### src/rtl/multitap_keypad_encoder.sv
// Matrix keypad scanner/debouncer with phone-style multi-tap letter entry.
// Latency: key_event one cycle after debounce completes; letter/word outputs one cycle after key_event.
// Backpressure: none; pulses are fire-and-forget. Build option MULTITAP_AUTOCOMMIT_EN commits on tap timeout.
module multitap_keypad_encoder #(
    parameter int ROWS            = 4,
    parameter int COLS            = 3,
    parameter int SCAN_DWELL      = 1000,
    parameter int DEBOUNCE_CYCLES = 2000,
    parameter int TAP_TIMEOUT     = 50000
) (
    input  logic                          clk,
    input  logic                          nRst,
    input  logic [ROWS-1:0]               row_in,
    output logic [COLS-1:0]               col_out,
    output logic                          key_event,
    output logic [$clog2(ROWS*COLS)-1:0]  key_code,
    output logic                          pending_valid,
    output logic [7:0]                    pending_letter,
    output logic                          letter_valid,
    output logic [7:0]                    letter,
    output logic                          word_submit
);
    localparam int KW   = $clog2(ROWS*COLS);
    localparam int CW   = (COLS > 1) ? $clog2(COLS) : 1;
    localparam int RW   = (ROWS > 1) ? $clog2(ROWS) : 1;
    localparam int CMAX = (SCAN_DWELL > DEBOUNCE_CYCLES) ? SCAN_DWELL : DEBOUNCE_CYCLES;
    localparam int CNTW = $clog2(CMAX + 1);
    localparam int TW   = $clog2(TAP_TIMEOUT + 1);

    typedef enum logic [1:0] {SCAN, DEB_PRESS, HELD, DEB_RELEASE} state_t;

    state_t          state_q, state_d;
    logic [CNTW-1:0] cnt_q, cnt_d;
    logic [CW-1:0]   col_q, col_d, col_next;
    logic [ROWS-1:0] cand_row_q, cand_row_d;
    logic [KW-1:0]   cand_code_q, cand_code_d, hit_code;
    logic [RW-1:0]   hit_row;
    logic            key_event_q, key_event_d;
    logic [KW-1:0]   key_code_q, key_code_d;
    logic [KW-1:0]   pend_key_q, pend_key_d;
    logic [1:0]      tap_idx_q, tap_idx_d;
    logic [TW-1:0]   tap_timer_q, tap_timer_d;
    logic            pending_valid_q, pending_valid_d;
    logic [7:0]      pending_letter_q, pending_letter_d;
    logic            letter_valid_q, letter_valid_d;
    logic [7:0]      letter_q, letter_d;
    logic            word_submit_q, word_submit_d;

    always_ff @(posedge clk or negedge nRst) begin
        if (!nRst) begin
            state_q          <= SCAN;
            cnt_q            <= '0;
            col_q            <= '0;
            cand_row_q       <= '0;
            cand_code_q      <= '0;
            key_event_q      <= 1'b0;
            key_code_q       <= '0;
            pend_key_q       <= '0;
            tap_idx_q        <= '0;
            tap_timer_q      <= '0;
            pending_valid_q  <= 1'b0;
            pending_letter_q <= '0;
            letter_valid_q   <= 1'b0;
            letter_q         <= '0;
            word_submit_q    <= 1'b0;
        end else begin
            state_q          <= state_d;
            cnt_q            <= cnt_d;
            col_q            <= col_d;
            cand_row_q       <= cand_row_d;
            cand_code_q      <= cand_code_d;
            key_event_q      <= key_event_d;
            key_code_q       <= key_code_d;
            pend_key_q       <= pend_key_d;
            tap_idx_q        <= tap_idx_d;
            tap_timer_q      <= tap_timer_d;
            pending_valid_q  <= pending_valid_d;
            pending_letter_q <= pending_letter_d;
            letter_valid_q   <= letter_valid_d;
            letter_q         <= letter_d;
            word_submit_q    <= word_submit_d;
        end
    end

    always_comb begin
        hit_row = '0;
        for (int r = 0; r < ROWS; r++) begin
            if (row_in[r]) hit_row = RW'(r);
        end
        hit_code = KW'(int'(hit_row) * COLS + int'(col_q));
        col_next = (col_q == CW'(COLS - 1)) ? '0 : col_q + 1'b1;
    end

    // Scan / debounce FSM: the column drive stays frozen from candidate latch until release completes.
    always_comb begin
        state_d     = state_q;
        cnt_d       = cnt_q;
        col_d       = col_q;
        cand_row_d  = cand_row_q;
        cand_code_d = cand_code_q;
        key_event_d = 1'b0;
        key_code_d  = key_code_q;
        case (state_q)
            SCAN: begin
                if (cnt_q == CNTW'(SCAN_DWELL - 1)) begin
                    cnt_d = '0;
                    if ($onehot(row_in)) begin
                        state_d     = DEB_PRESS;
                        cand_row_d  = row_in;
                        cand_code_d = hit_code;
                    end else begin
                        col_d = col_next;
                    end
                end else begin
                    cnt_d = cnt_q + 1'b1;
                end
            end
            DEB_PRESS: begin
                if (row_in == cand_row_q) begin
                    if (cnt_q == CNTW'(DEBOUNCE_CYCLES - 1)) begin
                        state_d     = HELD;
                        cnt_d       = '0;
                        key_event_d = 1'b1;
                        key_code_d  = cand_code_q;
                    end else begin
                        cnt_d = cnt_q + 1'b1;
                    end
                end else begin
                    state_d = SCAN;
                    cnt_d   = '0;
                    col_d   = col_next;
                end
            end
            HELD: begin
                if (row_in == '0) begin
                    state_d = DEB_RELEASE;
                    cnt_d   = '0;
                end
            end
            DEB_RELEASE: begin
                if (row_in != '0) begin
                    cnt_d = '0;
                end else if (cnt_q == CNTW'(DEBOUNCE_CYCLES - 1)) begin
                    state_d = SCAN;
                    cnt_d   = '0;
                    col_d   = col_next;
                end else begin
                    cnt_d = cnt_q + 1'b1;
                end
            end
            default: state_d = SCAN;
        endcase
    end

    // Multi-tap: the _d values double as working state so a timeout commit precedes a same-cycle press.
    always_comb begin
        pend_key_d       = pend_key_q;
        tap_idx_d        = tap_idx_q;
        pending_valid_d  = pending_valid_q;
        pending_letter_d = pending_letter_q;
        letter_valid_d   = 1'b0;
        letter_d         = letter_q;
        word_submit_d    = 1'b0;
        if (!pending_valid_q)
            tap_timer_d = '0;
        else if (tap_timer_q == TW'(TAP_TIMEOUT))
            tap_timer_d = tap_timer_q;
        else
            tap_timer_d = tap_timer_q + 1'b1;
`ifdef MULTITAP_AUTOCOMMIT_EN
        if (pending_valid_q && tap_timer_q == TW'(TAP_TIMEOUT)) begin
            letter_valid_d   = 1'b1;
            letter_d         = pending_letter_q;
            pending_valid_d  = 1'b0;
            pending_letter_d = '0;
            tap_timer_d      = '0;
        end
`endif
        if (key_event_q) begin
            if (int'(key_code_q) <= 8) begin
                if (pending_valid_d && key_code_q == pend_key_q &&
                    tap_timer_q < TW'(TAP_TIMEOUT)) begin
                    tap_idx_d = (tap_idx_q == ((int'(key_code_q) == 8) ? 2'd1 : 2'd2)) ?
                                2'd0 : tap_idx_q + 2'd1;
                end else begin
                    tap_idx_d  = 2'd0;
                    pend_key_d = key_code_q;
                end
                pending_valid_d  = 1'b1;
                pending_letter_d = 8'(65 + 3 * int'(key_code_q) + int'(tap_idx_d));
                tap_timer_d      = '0;
            end else if (int'(key_code_q) == 9) begin
                pending_valid_d  = 1'b0;
                pending_letter_d = '0;
            end else if (int'(key_code_q) == 10) begin
                if (pending_valid_d) begin
                    letter_valid_d   = 1'b1;
                    letter_d         = pending_letter_d;
                    pending_valid_d  = 1'b0;
                    pending_letter_d = '0;
                end
            end else if (int'(key_code_q) == 11) begin
                word_submit_d = 1'b1;
            end
        end
    end

    always_comb begin
        col_out        = COLS'(1) << col_q;
        key_event      = key_event_q;
        key_code       = key_code_q;
        pending_valid  = pending_valid_q;
        pending_letter = pending_letter_q;
        letter_valid   = letter_valid_q;
        letter         = letter_q;
        word_submit    = word_submit_q;
    end
endmodule

### config.mk
export PLATFORM = sky130hd
export DESIGN_NAME = multitap_keypad_encoder
export DESIGN_NICKNAME = d
export VERILOG_FILES = /design/src/rtl/multitap_keypad_encoder.sv
export SDC_FILE = /design/constraint.sdc
export NUM_CORES = 1
export LEC_CHECK = 0
export ABC_CLOCK_PERIOD_IN_PS = 3500
export CAP_MARGIN = 20
export CELL_PAD_IN_SITES_DETAIL_PLACEMENT = 2
export CELL_PAD_IN_SITES_GLOBAL_PLACEMENT = 2
export CORE_ASPECT_RATIO = 1.75
export CORE_MARGIN = 3
export CORE_UTILIZATION = 37
export DETAILED_ROUTE_END_ITERATION = 8
export GPL_TIMING_DRIVEN = 0
export PLACE_DENSITY = 0.91
export SLEW_MARGIN = 20
export SYNTH_ARGS = -nofsm -noshare
export SYNTH_HDL_FRONTEND = slang
export SYNTH_SLANG_ARGS = --single-unit
### constraint.sdc
create_clock -name clk -period 3.5 [get_ports clk]
set_clock_uncertainty 0.1 [all_clocks]
set_input_delay 0.7 -clock clk [delete_from_list [all_inputs] [get_ports clk]]
set_output_delay 0.7 -clock clk [all_outputs]
set_load 0.03 [all_outputs]
# --- Word-level counts from Yosys, hierarchy flattened ---
# Cells that the tools add are included.
classes:
  add_sub_neg: 10
  multipliers: 2
  order_cmp: 2
  n_eq_ne: 23
  shift: 1
  n_mux: 53
  bitwise: 3
  n_reduce_logical: 17
op_table:
  columns: ["cell", "n"]
  rows:
  - ["16-bit two-way mux", 4]
  - ["11-bit two-way mux", 5]
  - ["11-bit one-hot mux with 4 select lines", 1]
  - ["2-bit two-way mux", 20]
  - ["8-bit two-way mux", 4]
  - ["1-bit two-way mux", 17]
  - ["16-bit by 1-bit adder with 16-bit output, second input constant", 1]
  - ["16-bit == test, second input constant", 1]
  - ["4-bit == test, second input constant", 4]
  - ["16-bit less-than comparator, second input constant", 1]
  - ["2-bit inequality test, second input constant", 7]
  - ["3-bit AND reduction", 4]
  - ["6-bit AND reduction", 2]
  - ["11-bit by 1-bit adder with 11-bit output, second input constant", 1]
  - ["11-bit by 10-bit == test with 1-bit output, second input constant", 1]
  - ["11-bit == test, second input constant", 1]
  - ["3-bit nonzero test", 3]
  - ["7-bit by 6-bit adder with 8-bit output, first input constant", 1]
  - ["8-bit by 2-bit adder with 8-bit output", 1]
  - ["4-bit == test", 2]
  - ["2-bit one-hot mux with 4 select lines", 1]
  - ["2-bit == test, second input constant", 3]
  - ["2-bit by 4-bit multiplier with 6-bit output, first input constant", 1]
  - ["2-bit one-hot mux with 3 select lines", 1]
  - ["other kinds (18)", 24]
word_totals:
  regBits: 69
  input_bits: 6
  output_inout_bits: 27

# --- Logic depth before layout (Yosys ltp) ---
depth:
  ltp_word: 9
  mapped_depth: 12

# --- Worst setup path before layout ---
# No wires, ideal clock.
synth_timing:
  path_type: "input-to-reg"
  from: "input port row_in[0]"
  to: "register cand_row_q[2]"
  arrival_time_ps: 3086
  t_required_ps: 3275
  setup_slack_ps: 190
  cell_stages: 8
  path_buffers: 0
  cell_sequence: "inv_1 fa_1 inv_1 ha_1 ha_1 or3b_2 nor4_4 mux2_2"
synth_via:
  elab_chain_cells: 4
synth_lines:
  columns: ["item", "line", "text"]
  rows:
  - ["start, declared", "13", "input logic [ROWS-1:0] row_in,"]
  - ["1-bit by 1-bit adder with 2-bit output (not written as such)", "107", "if ($onehot(row_in)) begin"]
  - ["2-bit by 2-bit adder with 3-bit output (not written as such)", "107", null]
  - ["3-bit by 1-bit == test with 1-bit output", "107", null]
  - ["3-bit AND reduction (no source line)", null, null]
  - ["end signal, assigned", "70", "cand_row_q <= cand_row_d;"]
  - ["end, declared", "35", "logic [ROWS-1:0] cand_row_q, cand_row_d;"]
# No other way between the ends.
# A chain may end at the register's enable or synchronous reset.

# --- Worst setup path in the final report ---
layout_timing:
  from: "input port row_in[0]"
  to: "register col_q[1]"
layout_via:
  elab_chain_cells: 5
  elab_cells_between_ends: 9
layout_lines:
  columns: ["item", "line", "text"]
  rows:
  - ["1-bit by 1-bit adder with 2-bit output (not written as such)", "107", null]
  - ["2-bit by 2-bit adder with 3-bit output (not written as such)", "107", null]
  - ["3-bit by 1-bit == test with 1-bit output", "107", null]
  - ["2-bit inequality test (no source line)", null, null]
  - ["6-bit AND reduction (no source line) *", null, null]
  - ["end signal, assigned", "69", "col_q <= col_d;"]
  - ["end, declared", "34", "logic [CW-1:0] col_q, col_d, col_next;"]
# Mark *: on every way between the ends. The rest lies on a longest branch, timed or not.

==> key figures <==
Detailed routing
  • Average wire length per cell after detail routing: 22.77 um
  • Antenna Nets Post-Route: 0
  • Total wirelength of the detailed-routed design: 12140 um
  • WL met2: 7140 um
  • DRC marker count from the first detailed-route iteration: 108
  • WL met1: 4206 um
  • Uppermost layer routed: met4
  • Router iterations before antenna repair: 4
  • Via density per instance: 5.527
  • Wire length on met3: 296 um
  • Via total after detailed routing: 2946
  • Remaining routing DRC violations: 0

Finish
  • Total of fill cells in the finished design: 994
  • Area of combinational cells with multiple inputs: 1901 um2
  • Number of diodes added for antenna fixing: 0
  • Fraction of the core area covered by cells at the end of the flow: 47.41%
  • Register area: 1682 um2
  • Fin nets: 437
  • Layout-stage area growth over the synthesis result: 23.79%
  • Layout cells sized above 1: 15.57%

Timing
  • Final critical-path required period: 3381 ps
  • RSZ-0062 raised after global routing: false
  • Total negative slack for setup checks: 0 ps
  • Tightest slew margin relative to the limit: 53.65%
  • Final Hold Viols: 0
  • Max Slew Vio Count: 0
  • Worst hold slack after final layout: 192.3 ps
  • Final setup violation count: 0
  • Worst-margin pin slew: 695.3 ps
  • Period utilization: 96.60%
  • Fmax: 295.8 MHz

Floorplanning
  • Width of the chip: 81.30 um
  • Io pins: 33
  • FP Rows: 47
  • Effective utilization at floorplan: 38.30%
  • Total die area: 11200 um2
  • Die height: 137.8 um
  • Floorplan Core Area: 9585 um2

Setup path
  • CP Capture Type: flip-flop
  • Critical path data required time: 3620 ps
  • Critical path launch point type: input port
  • Crit path buffers/inverters: 3
  • Start point of the critical path: row_in[0]
  • Most common cell on crit path: ha_1
  • Worst path arrival time: 3500 ps
  • Origin of the critical flop-to-flop path: key_code[3]
  • Peak fanout along the critical path: 4
  • Slowest-stage cell, CP: fa_1
  • Maximum single-stage delay on the critical path: 530 ps
  • Worst Setup Path Type: in2reg
  • Cell family contributing the most delay on the critical path: adder cells
  • Cell-by-cell listing of the critical path: clkdlybuf4s50_1, inv_2, fa_1, inv_1, ha_1, ha_1, or3b_4, nor2_1, a2bb2oi_1, nor3_2, mux2_2

Power and ir drop
  • Leak pwr: 2.069 nW
  • Power per Cell Area: 432.0 nW/um2
  • Worst vdd rail ir drop: 0.2760 mV

Synthesis
  • Top-area cell type share of the netlist area: 45.67%
  • Synth area leader: dfrtp_1
  • FF+latch count, synth: 67
  • Async S/R FF share, synth: 100.0%
  • Portion of the post-synthesis area used by sequential elements: 45.67%
  • Number of distinct library cells after synthesis: 57
  • Largest cells by area after synthesis: dfrtp_1, ha_1, nand2_1, mux2_2, xor2_1
  • Gate count after technology mapping: 361
  • Summed instance area of the synthesized netlist: 3671 um2
  • Average footprint of a synthesized cell: 10.17 um2
  • EDFF count, synth: 0
  • Number of warning messages in the yosys log: 0
  • Synth Flop Type: dfrtp_1

Placed design
  • Post-DP HPWL: 7647 um
  • Weighted congestion reported at the end of routability-driven placement: 0.7494
  • Number of I/O port buffers: 30

Clock network
  • Deepest level of the CTS H-tree: 3
  • Clock insertion delay at the later pin of the skew report: 330 ps
  • Number of buffers added by the clock tree synthesis step: 9
  • TritonCTS clock tree: yes
  • CTS sink count: 67
  • Clock slew at the register clock pins of the worst setup and hold paths: 50 ps
  • Post-CTS Hold Buffers: 0
  • Cell chosen for the clock root: clkbuf_16
  • Clock Tree Buf Depth: 2

Worst hold path
  • Path category of the worst min-delay check: in2async

Global routing
  • Remaining global-route overflow: 0
  • Number of antenna violations at the first check in global routing: 0
  • Global-route wire length before repair: 19110 um
  • Largest net degree at the start of global routing: 42
  • Total global-route track usage: 23.30%
  • Vias in the first global route: 3514

Outcome
  • Run status: finished clean

Job
  • Number of maximum-capacitance constraint violations: 0
==> power breakdown <==
part / total (mW) / internal [mW] / switching [mW]
clock network: 1.04 / 0.701 / 0.335
registers: 0.813 / 0.793 / 0.0204
logic: 0.113 / 0.0424 / 0.0707
total: 1.96 / 1.54 / 0.426
==> routing by layer <==
metal | GRT usage, % | vias to the layer above
met5 | 0 | -
met4 | 12.50 | 0
met3 | 4.123 | 36
met2 | 44.78 | 81
met1 | 22.50 | 1516
li1 | - | 1313
==> cells in the mapped netlist (all sizes together) (4+ instances only) <==
library cell	instances
nand2	55
and3	4
o21ai	12
nor2	35
nor4	7
mux2	14
fa	5
nand3	10
nor3	7
inv	21
a21oi	8
dfrtp	67
nand4	6
xnor2	13
ha	20
buf	5
xor2	18
mux2i	4
==> flip-flops by register name (all words and copies together), names as in the netlist, 2 cells and up, named ones only <==
register / flops
pending_letter: 7
cand_code_q: 4
cnt_q: 11
tap_idx_q: 2
cand_row_q: 4
tap_timer_q: 16
col_q: 2
key_code: 4
letter: 7
pend_key_q: 4
==> kinds of logic after synthesis <==
group | Yosys count | synth area share, %
compound gates | 40 | 7.567
xor+xnor | 31 | 7.396
fa+ha+maj | 25 | 9.543
buf+inv | 30 | 3.544
flops | 67 | 45.67
mux | 18 | 5.385
other cells | 1 | 0.1022
simple gates | 149 | 20.79
==> area by class of cell <==
class	instances	share of cell area, %
multi-input cells	265	41.82
flip-flops and latches	67	37.00
repair buffers	33	7.296
clock buffers	13	6.167
well taps	122	3.359
inverters	22	1.817
clock inverters	3	1.487
plain buffers	8	1.046
==> cells in the final DEF, fill, tap and decap left out, types with 10 or more instances in the layout <==
cell             instances
clkdlybuf4s50_1         28
dfrtp_1                 63
ha_1                    19
inv_1                   18
mux2_2                  14
nand2_1                 54
nor2_1                  35
o21ai_0                 10
xnor2_1                 13
xor2_1                  18
==> through the flow <==
step	instances	setup slack [ps]	power, mW	area (um2)
detailed placement	515	-657.0	0.9299	4145
CTS	533	2.178	1.983	4516
floorplan	362	189.6	0.8777	3675
global route	533	21.63	2.037	4544
finish	533	118.9	1.963	4544
global placement	514	-634.6	0.9131	4128
==> worst paths after layout <==
kind / to / slack [ps] / cells after the start
setup / recovery: col_q[1] / 120 / 11
hold / removal: tap_timer_q[9] / 190 / 1
setup reg to reg: pending_letter[4] / 190 / 11
hold reg to reg: letter[6] / 410 / 2
max in group asynchronous: key_code[0] / 2530 / 2
min in group clk: letter[6] / 410 / 2
==> worst reg2reg max path: stages, from the launching register on <==
cell      delay, ps
dfrtp_2         510
xor2_1          200
nor3_2          220
nand3_2         180
a211oi_2        310
fa_1            520
fa_1            480
a21oi_1         180
nor2_1           70
nor2_1          120
xor2_1          160
o21ai_0         110
==> repair_timing <==
| item | CTS | global route |
|---|---|---|
| buffers inserted | 2 | 0 |
| gates resized for setup | 5 | 10 |
| setup endpoints to repair | 13 | 10 |
| pin swaps | 1 | 1 |
| endpoints found under the hold margin | 0 | 0 |
Note: power is estimated with default switching activity, not from simulation.
